[config.mk]
export PLATFORM = sky130hd
export DESIGN_NAME = baud_tick_gen
export DESIGN_NICKNAME = d
export VERILOG_FILES = /design/src/rtl/baud_pkg.sv /design/src/rtl/baud_tick_gen_frac_prescaler.sv /design/src/rtl/baud_tick_gen.sv
export SDC_FILE = /design/constraint.sdc
export NUM_CORES = 1
export LEC_CHECK = 0
export CAP_MARGIN = 40
export CORE_AREA = 2 2 114 88
export CTS_BUF_LIST = sky130_fd_sc_hd__clkbuf_4 sky130_fd_sc_hd__clkbuf_8
export DETAILED_ROUTE_END_ITERATION = 7
export DIE_AREA = 0 0 116 90
export PLACE_DENSITY = 0.69
export SLEW_MARGIN = 10
export SYNTH_ARGS = -nofsm -noshare
export SYNTH_HDL_FRONTEND = slang
export SYNTH_HIERARCHICAL = 1
export SYNTH_SLANG_ARGS = --single-unit
[constraint.sdc]
create_clock -name i_clk -period 5.8 [get_ports i_clk]
set_input_delay 1.45 -clock i_clk [delete_from_list [all_inputs] [get_ports i_clk]]
set_output_delay 1.45 -clock i_clk [all_outputs]
set_load 0.01 [all_outputs]
[src/rtl/baud_pkg.sv]
// Shared constants and helpers for the UART baud tick generator.
// Reset divisor is derived from clock/baud/oversample so each channel boots at its nominal rate.
package baud_pkg;

  localparam int unsigned ICLK_DEF       = 50_000_000;
  localparam int unsigned BAUD_DEF       = 9600;
  localparam int unsigned OVERSAMPLE_DEF = 16;
  localparam int unsigned DIV_W_DEF      = 16;
  localparam int unsigned FRAC_W_DEF     = 8;

  function automatic int unsigned clog2(input int unsigned v);
    int unsigned r;
    r = 0;
    while ((64'(1) << r) < 64'(v)) r++;
    return r;
  endfunction

  // Clocks per oversample tick, scaled by 2^frac_w (integer and fraction packed together).
  function automatic longint unsigned div_scaled(input int unsigned iclk, input int unsigned baud,
                                                 input int unsigned os, input int unsigned frac_w);
    return (64'(iclk) << frac_w) / (64'(baud) * 64'(os));
  endfunction

  function automatic int unsigned div_int_rst(input int unsigned iclk, input int unsigned baud,
                                              input int unsigned os, input int unsigned frac_w);
    return 32'(div_scaled(iclk, baud, os, frac_w) >> frac_w);
  endfunction

  function automatic int unsigned div_frac_rst(input int unsigned iclk, input int unsigned baud,
                                               input int unsigned os, input int unsigned frac_w);
    return 32'(div_scaled(iclk, baud, os, frac_w) & ((64'(1) << frac_w) - 64'(1)));
  endfunction

  localparam int unsigned DIV_INT_RST  = div_int_rst(ICLK_DEF, BAUD_DEF, OVERSAMPLE_DEF, FRAC_W_DEF);
  localparam int unsigned DIV_FRAC_RST = div_frac_rst(ICLK_DEF, BAUD_DEF, OVERSAMPLE_DEF, FRAC_W_DEF);
  localparam int unsigned OS_W         = clog2(OVERSAMPLE_DEF);

endpackage

[src/rtl/baud_tick_gen_frac_prescaler.sv]
// Fractional-N prescaler: period alternates div_int / div_int+1 driven by a fraction accumulator.
// Holds the active and pending divisor; pending is applied only on a period boundary, restart or idle.
module baud_tick_gen_frac_prescaler
  import baud_pkg::*;
#(
  parameter int unsigned DIV_W        = DIV_W_DEF,
  parameter int unsigned FRAC_W       = FRAC_W_DEF,
  parameter int unsigned DIV_INT_INIT = DIV_INT_RST,
  parameter int unsigned DIV_FRAC_INIT = DIV_FRAC_RST
) (
  input  logic              i_clk,
  input  logic              i_nrst,
  input  logic              i_en,
  input  logic              i_restart,
  input  logic              i_div_we,
  input  logic [DIV_W-1:0]  i_div_int,
  input  logic [FRAC_W-1:0] i_div_frac,
  output logic              o_term_c,
  output logic              o_div_busy
);

  logic [DIV_W-1:0]  r_pcnt;
  logic [FRAC_W-1:0] r_acc;
  logic [DIV_W-1:0]  r_div_int;
  logic [FRAC_W-1:0] r_div_frac;
  logic [DIV_W-1:0]  r_pend_int;
  logic [FRAC_W-1:0] r_pend_frac;
  logic              r_busy;

  logic [DIV_W-1:0]  w_div_int_eff;
  logic [FRAC_W:0]   w_sum;
  logic [DIV_W:0]    w_len;
  logic              w_term;
  logic              w_apply;

  // Zero divisor would never terminate; treat it as divide-by-one.
  assign w_div_int_eff = (r_div_int == '0) ? DIV_W'(1) : r_div_int;
  assign w_sum         = {1'b0, r_acc} + {1'b0, r_div_frac};
  assign w_len         = {1'b0, w_div_int_eff} + (DIV_W+1)'(w_sum[FRAC_W]);
  assign w_term        = ({1'b0, r_pcnt} == (w_len - (DIV_W+1)'(1)));
  assign w_apply       = r_busy & (i_restart | ~i_en | w_term);

  always_ff @(posedge i_clk or negedge i_nrst) begin
    if (!i_nrst) begin
      r_pcnt      <= '0;
      r_acc       <= '0;
      r_div_int   <= DIV_W'(DIV_INT_INIT);
      r_div_frac  <= FRAC_W'(DIV_FRAC_INIT);
      r_pend_int  <= DIV_W'(DIV_INT_INIT);
      r_pend_frac <= FRAC_W'(DIV_FRAC_INIT);
      r_busy      <= 1'b0;
    end else begin
      if (i_restart) begin
        r_pcnt <= '0;
        r_acc  <= '0;
      end else if (i_en) begin
        if (w_term) begin
          r_pcnt <= '0;
          r_acc  <= w_sum[FRAC_W-1:0];
        end else begin
          r_pcnt <= r_pcnt + DIV_W'(1);
        end
      end
      if (w_apply) begin
        r_div_int  <= r_pend_int;
        r_div_frac <= r_pend_frac;
        r_busy     <= 1'b0;
      end
      // A write in the same cycle as an apply stays pending for the next boundary.
      if (i_div_we) begin
        r_pend_int  <= i_div_int;
        r_pend_frac <= i_div_frac;
        r_busy      <= 1'b1;
      end
    end
  end

  assign o_term_c   = w_term & i_en;
  assign o_div_busy = r_busy;

endmodule

[src/rtl/baud_tick_gen.sv]
// UART baud tick generator: oversample tick from a fractional prescaler, plus phase counter
// that derives mid-bit sample tick, bit-boundary tick and the legacy square-wave clock.
module baud_tick_gen
  import baud_pkg::*;
#(
  parameter int unsigned ICLK       = ICLK_DEF,
  parameter int unsigned BAUD       = BAUD_DEF,
  parameter int unsigned OVERSAMPLE = OVERSAMPLE_DEF,
  parameter int unsigned DIV_W      = DIV_W_DEF,
  parameter int unsigned FRAC_W     = FRAC_W_DEF
) (
  input  logic                           i_clk,
  input  logic                           i_nrst,
  input  logic                           i_en,
  input  logic                           i_restart,
  input  logic                           i_div_we,
  input  logic [DIV_W-1:0]               i_div_int,
  input  logic [FRAC_W-1:0]              i_div_frac,
  output logic                           o_os_tick,
  output logic                           o_mid_tick,
  output logic                           o_bit_tick,
  output logic [clog2(OVERSAMPLE)-1:0]   o_os_cnt,
  output logic                           o_clk,
  output logic                           o_div_busy
);

  localparam int unsigned CNT_W     = clog2(OVERSAMPLE);
  localparam int unsigned INT_INIT  = div_int_rst(ICLK, BAUD, OVERSAMPLE, FRAC_W);
  localparam int unsigned FRAC_INIT = div_frac_rst(ICLK, BAUD, OVERSAMPLE, FRAC_W);

  logic             w_term;
  logic             w_tick;
  logic [CNT_W-1:0] r_oscnt;
  logic             r_os_tick;
  logic             r_mid_tick;
  logic             r_bit_tick;

  baud_tick_gen_frac_prescaler #(
    .DIV_W        (DIV_W),
    .FRAC_W       (FRAC_W),
    .DIV_INT_INIT (INT_INIT),
    .DIV_FRAC_INIT(FRAC_INIT)
  ) u_presc (
    .i_clk      (i_clk),
    .i_nrst     (i_nrst),
    .i_en       (i_en),
    .i_restart  (i_restart),
    .i_div_we   (i_div_we),
    .i_div_int  (i_div_int),
    .i_div_frac (i_div_frac),
    .o_term_c   (w_term),
    .o_div_busy (o_div_busy)
  );

  // Restart suppresses a coinciding terminal count so RX realigns cleanly.
  assign w_tick = w_term & ~i_restart;

  always_ff @(posedge i_clk or negedge i_nrst) begin
    if (!i_nrst) begin
      r_oscnt    <= '0;
      r_os_tick  <= 1'b0;
      r_mid_tick <= 1'b0;
      r_bit_tick <= 1'b0;
    end else begin
      r_os_tick  <= w_tick;
      r_mid_tick <= w_tick & (r_oscnt == CNT_W'(OVERSAMPLE/2 - 1));
      r_bit_tick <= w_tick & (r_oscnt == CNT_W'(OVERSAMPLE - 1));
      if (i_restart) begin
        r_oscnt <= '0;
      end else if (w_tick) begin
        r_oscnt <= r_oscnt + CNT_W'(1);
      end
    end
  end

  assign o_os_tick  = r_os_tick;
  assign o_mid_tick = r_mid_tick;
  assign o_bit_tick = r_bit_tick;
  assign o_os_cnt   = r_oscnt;
  assign o_clk      = r_oscnt[CNT_W-1];

endmodule

==> results.sh <==
export IMPL_path_class="reg -> reg"
export IMPL_met1_length_um=4130
export IMPL_cp_required_ps=6050
export IMPL_cpLargestDelayFamily="compound AO/OA/AOI/OAI gates"
export IMPL_avgSynthCellArea_um2=11.7
export IMPL_root_buffer="clkbuf_8"
export IMPL_clkLatencyLatePin_ps=360
export IMPL_p_sw_frac=0.278
export IMPL_startpoint_type="register"
export IMPL_setup_viol=0
export IMPL_design_core_area_um2=9390
export IMPL_path_cells="ha_1, nor2b_1, o21ai_0, nand2b_1, a21o_1, a21o_1, a21o_1, a21oi_1, ha_1, ha_1, nor3b_1, nand2_1, o211a_1, o21a_1, o2111ai_1, o21bai_4, o21ai_4, buf_4, mux2_2"
export IMPL_finalCriticalPeriod_ps=5150
export IMPL_grt_max_degree=48
export IMPL_layout_drive_gt1_share=0.243
export IMPL_insertedDiodeCount=0
export IMPL_detail_route_wl_per_cell_um=15.0
export IMPL_synth_top_cell_area_share=0.377
export IMPL_cts_resized_gates=0
export IMPL_synth_area_um2=4380
export IMPL_outcome="complete, no violations"
export IMPL_die_area_um2=10400
export IMPL_seq_area_frac_synth=0.461
export IMPL_met3_length_um=346
export IMPL_port_buffers=37
export IMPL_final_nets=452
export IMPL_grt_pass1_vias=2858
export IMPL_holdCritPathClass="reg -> reg"
export IMPL_p_leak_nw=2.16
export IMPL_pwr_share_comb=0.184
export IMPL_power_density_nw_per_um2=256
export IMPL_crit_buf_inv=1
export IMPL_ant_nets=0
export IMPL_synthArstFlopShare=1.00
export IMPL_critPathMaxFanout=24
export IMPL_grt_pass1_wl_um=14100
export IMPL_synth_main_ff_cell="dfrtp_1"
export IMPL_hold_violations=0
export IMPL_synth_edff_count=0
export IMPL_route_detailed_drc=0
export IMPL_switchingPower_w=0.000360
export IMPL_num_vias=2950
export IMPL_yosys_warnings=6
export IMPL_grt_antenna_before_repair=0
export IMPL_slew_headroom=0.524
export IMPL_dp_hpwl_um=5910
export IMPL_clkSlewWorstSetupHoldPaths_ps=80
export IMPL_chipWidth_um=116
export IMPL_routed_wirelength_um=8220
export IMPL_fin_hold_ws_ps=512
export IMPL_io_pins=38
export IMPL_ys_seq_elements=80
export IMPL_grt_total_usage=0.172
export IMPL_cts_sinks=80
export IMPL_area_growth_pct=15.4
export IMPL_highest_layer="met4"
export IMPL_clkPwrFrac=0.293
export IMPL_wl_met2_um=3630
export IMPL_drt_pre_antenna_iters=4
export IMPL_grt_ovfl_total=0
export IMPL_rsz0062_at_grt="false"
export IMPL_drt_initial_drc_count=232
export IMPL_max_freq_mhz=194
export IMPL_arrival_ps=5400
export IMPL_gp_congestion=0.842
export IMPL_ctsHoldBuffers=0
export IMPL_p_int_w=0.000935
export IMPL_fp_dieH_um=90
export IMPL_synth_area_top_cells="dfrtp_1 38%, dfstp_2 8.4%, mux2_2 7.2%"
export IMPL_layout_worst_path_cycle_share=0.888
export IMPL_cts_tree="yes"
export IMPL_slowest_stage="dfstp_2"
export IMPL_ir_drop_uv=174
export IMPL_finalSetupTns_ps=0
export IMPL_numCtsBuffers=9
export IMPL_worst_pin_slew_ps=711
export IMPL_finClkSkew_ps=7.79
export IMPL_synth_net_count=416
export IMPL_p_seq_frac=0.523
export IMPL_worstSetupEndpointType="register"
export IMPL_drv_slew=0
export IMPL_rows=31
export IMPL_synth_cells=374
export IMPL_synth_top_area_cell="dfrtp_1"
export IMPL_ctsHtreeMaxLevel=3
export IMPL_post_cts_buffers=0
export IMPL_cap_violations=0
export IMPL_start_util=0.467
export IMPL_yosysUniqueCellTypes=62
export IMPL_cts_path_max_buffers=2
export IMPL_via_per_inst=5.39
export IMPL_slowest_delay_ps=540
[cells by family (layout without fill, tap and decap cells)]
| logic type | after synthesis | after routing | share of synthesized area |
|---|---|---|---|
| and+or+nand+nor | 113 | 113 | 0.153 |
| xor gates and xnor gates | 30 | 30 | 0.0599 |
| DFF | 80 | 80 | 0.461 |
| buffers and inverters | 26 | 67 | 0.0334 |
| AOI/OAI and AO/OA | 61 | 61 | 0.105 |
| muxes | 51 | 51 | 0.148 |
| adders and majority gates | 13 | 13 | 0.0388 |
[sequential cells by signal (all words and copies together), names as in the netlist]
name                 flops
o_bit_tick               1
o_mid_tick               1
o_os_cnt                 4
o_os_tick                1
u_presc/o_div_busy       1
u_presc/r_acc            8
u_presc/r_div_frac       8
u_presc/r_div_int       16
u_presc/r_pcnt          16
u_presc/r_pend_frac      8
u_presc/r_pend_int      16
[power groups by stage]
stage,registers (W),logic [W],clock network [W]
after floorplan,0.000660,0.000192,0
after global placement,0.000685,0.000230,0
after detailed placement,0.000688,0.000240,0
after CTS,0.000677,0.000241,0.000393
after global routing,0.000688,0.000262,0.000417
final,0.000677,0.000238,0.000379
[cells in the final DEF, fill, tap and decap left out, types with 8 or more instances in the layout]
master,count
a21oi_1,12
a22o_1,9
and3_1,10
clkbuf_8,11
clkdlybuf4s50_1,36
dfrtp_1,66
dfstp_2,14
ha_1,12
mux2_2,28
mux2_4,21
nand2_1,15
nand2b_1,8
nor2_1,17
nor2b_1,11
nor3_1,14
o21ai_0,12
xnor2_1,23
[synth_stat cells (3+ instances only)]
cell       n
nor3_1    15
nor4_1     4
dfstp_2   14
nand3_1    7
nor2_1    17
mux2_4    21
nand2b_1   8
a21oi_1   12
buf_2      3
inv_1      7
ha_1      12
or3_1      5
dfrtp_1   66
nor2b_1   11
xnor2_1   23
and2_1     3
buf_6      5
o21ai_0   12
xor2_1     7
nor3b_1    3
clkbuf_1   8
a22o_1     9
mux2_2    28
and3_1    10
a21o_1     7
nand2_1   15
[stage by stage]
| stage | total power [W] | cells | worst slack (ps) | utilization | cell area, um^2 |
|---|---|---|---|---|---|
| 2_1_floorplan | 0.000853 | 374 | 1180 | - | 4380 |
| 3_3_place_gp | 0.000915 | 529 | 860 | 0.515 | 4830 |
| 3_5_place_dp | 0.000927 | 531 | 695 | 0.520 | 4880 |
| 4_1_cts | 0.00131 | 547 | 651 | 0.539 | 5060 |
| 5_1_grt | 0.00137 | 547 | 245 | 0.539 | 5060 |
| 6_report | 0.00129 | 547 | 648 | 0.539 | 5060 |
[layer usage]
layer,up-vias,GRT usage
met2,57,0.252
met3,13,0.0432
li1,1413,-
met5,-,0
met1,1467,0.249
met4,0,0.0575
[area by class of cell]
class | count | area (um^2)
fillers | 844 | 4330
multi-input cells | 268 | 2220
flip-flops and latches | 80 | 2020
repair buffers | 43 | 440
well taps | 132 | 165
clock buffers | 11 | 151
clock inverters | 5 | 31.3
inverters | 8 | 30.0
[worst paths after layout]
path                       slack (ps)  cells past startpoint                           endpoint                               start
max                               650                     19   u_presc/r_div_int[7]$_DFFE_PN0P_   u_presc/r_div_frac[2]$_DFFE_PN1P_
min                               510                      1  u_presc/r_div_int[11]$_DFFE_PN0P_  u_presc/r_pend_int[11]$_DFFE_PN0P_
max reg2reg                       650                     19   u_presc/r_div_int[7]$_DFFE_PN0P_   u_presc/r_div_frac[2]$_DFFE_PN1P_
min reg2reg                       510                      1  u_presc/r_div_int[11]$_DFFE_PN0P_  u_presc/r_pend_int[11]$_DFFE_PN0P_
max in group asynchronous        4140                      2   u_presc/r_div_int[0]$_DFFE_PN1P_                              i_nrst
min in group asynchronous        1030                      1            o_os_cnt[3]$_DFFE_PN0P_                              i_nrst
(Power assumes the default switching activity.)
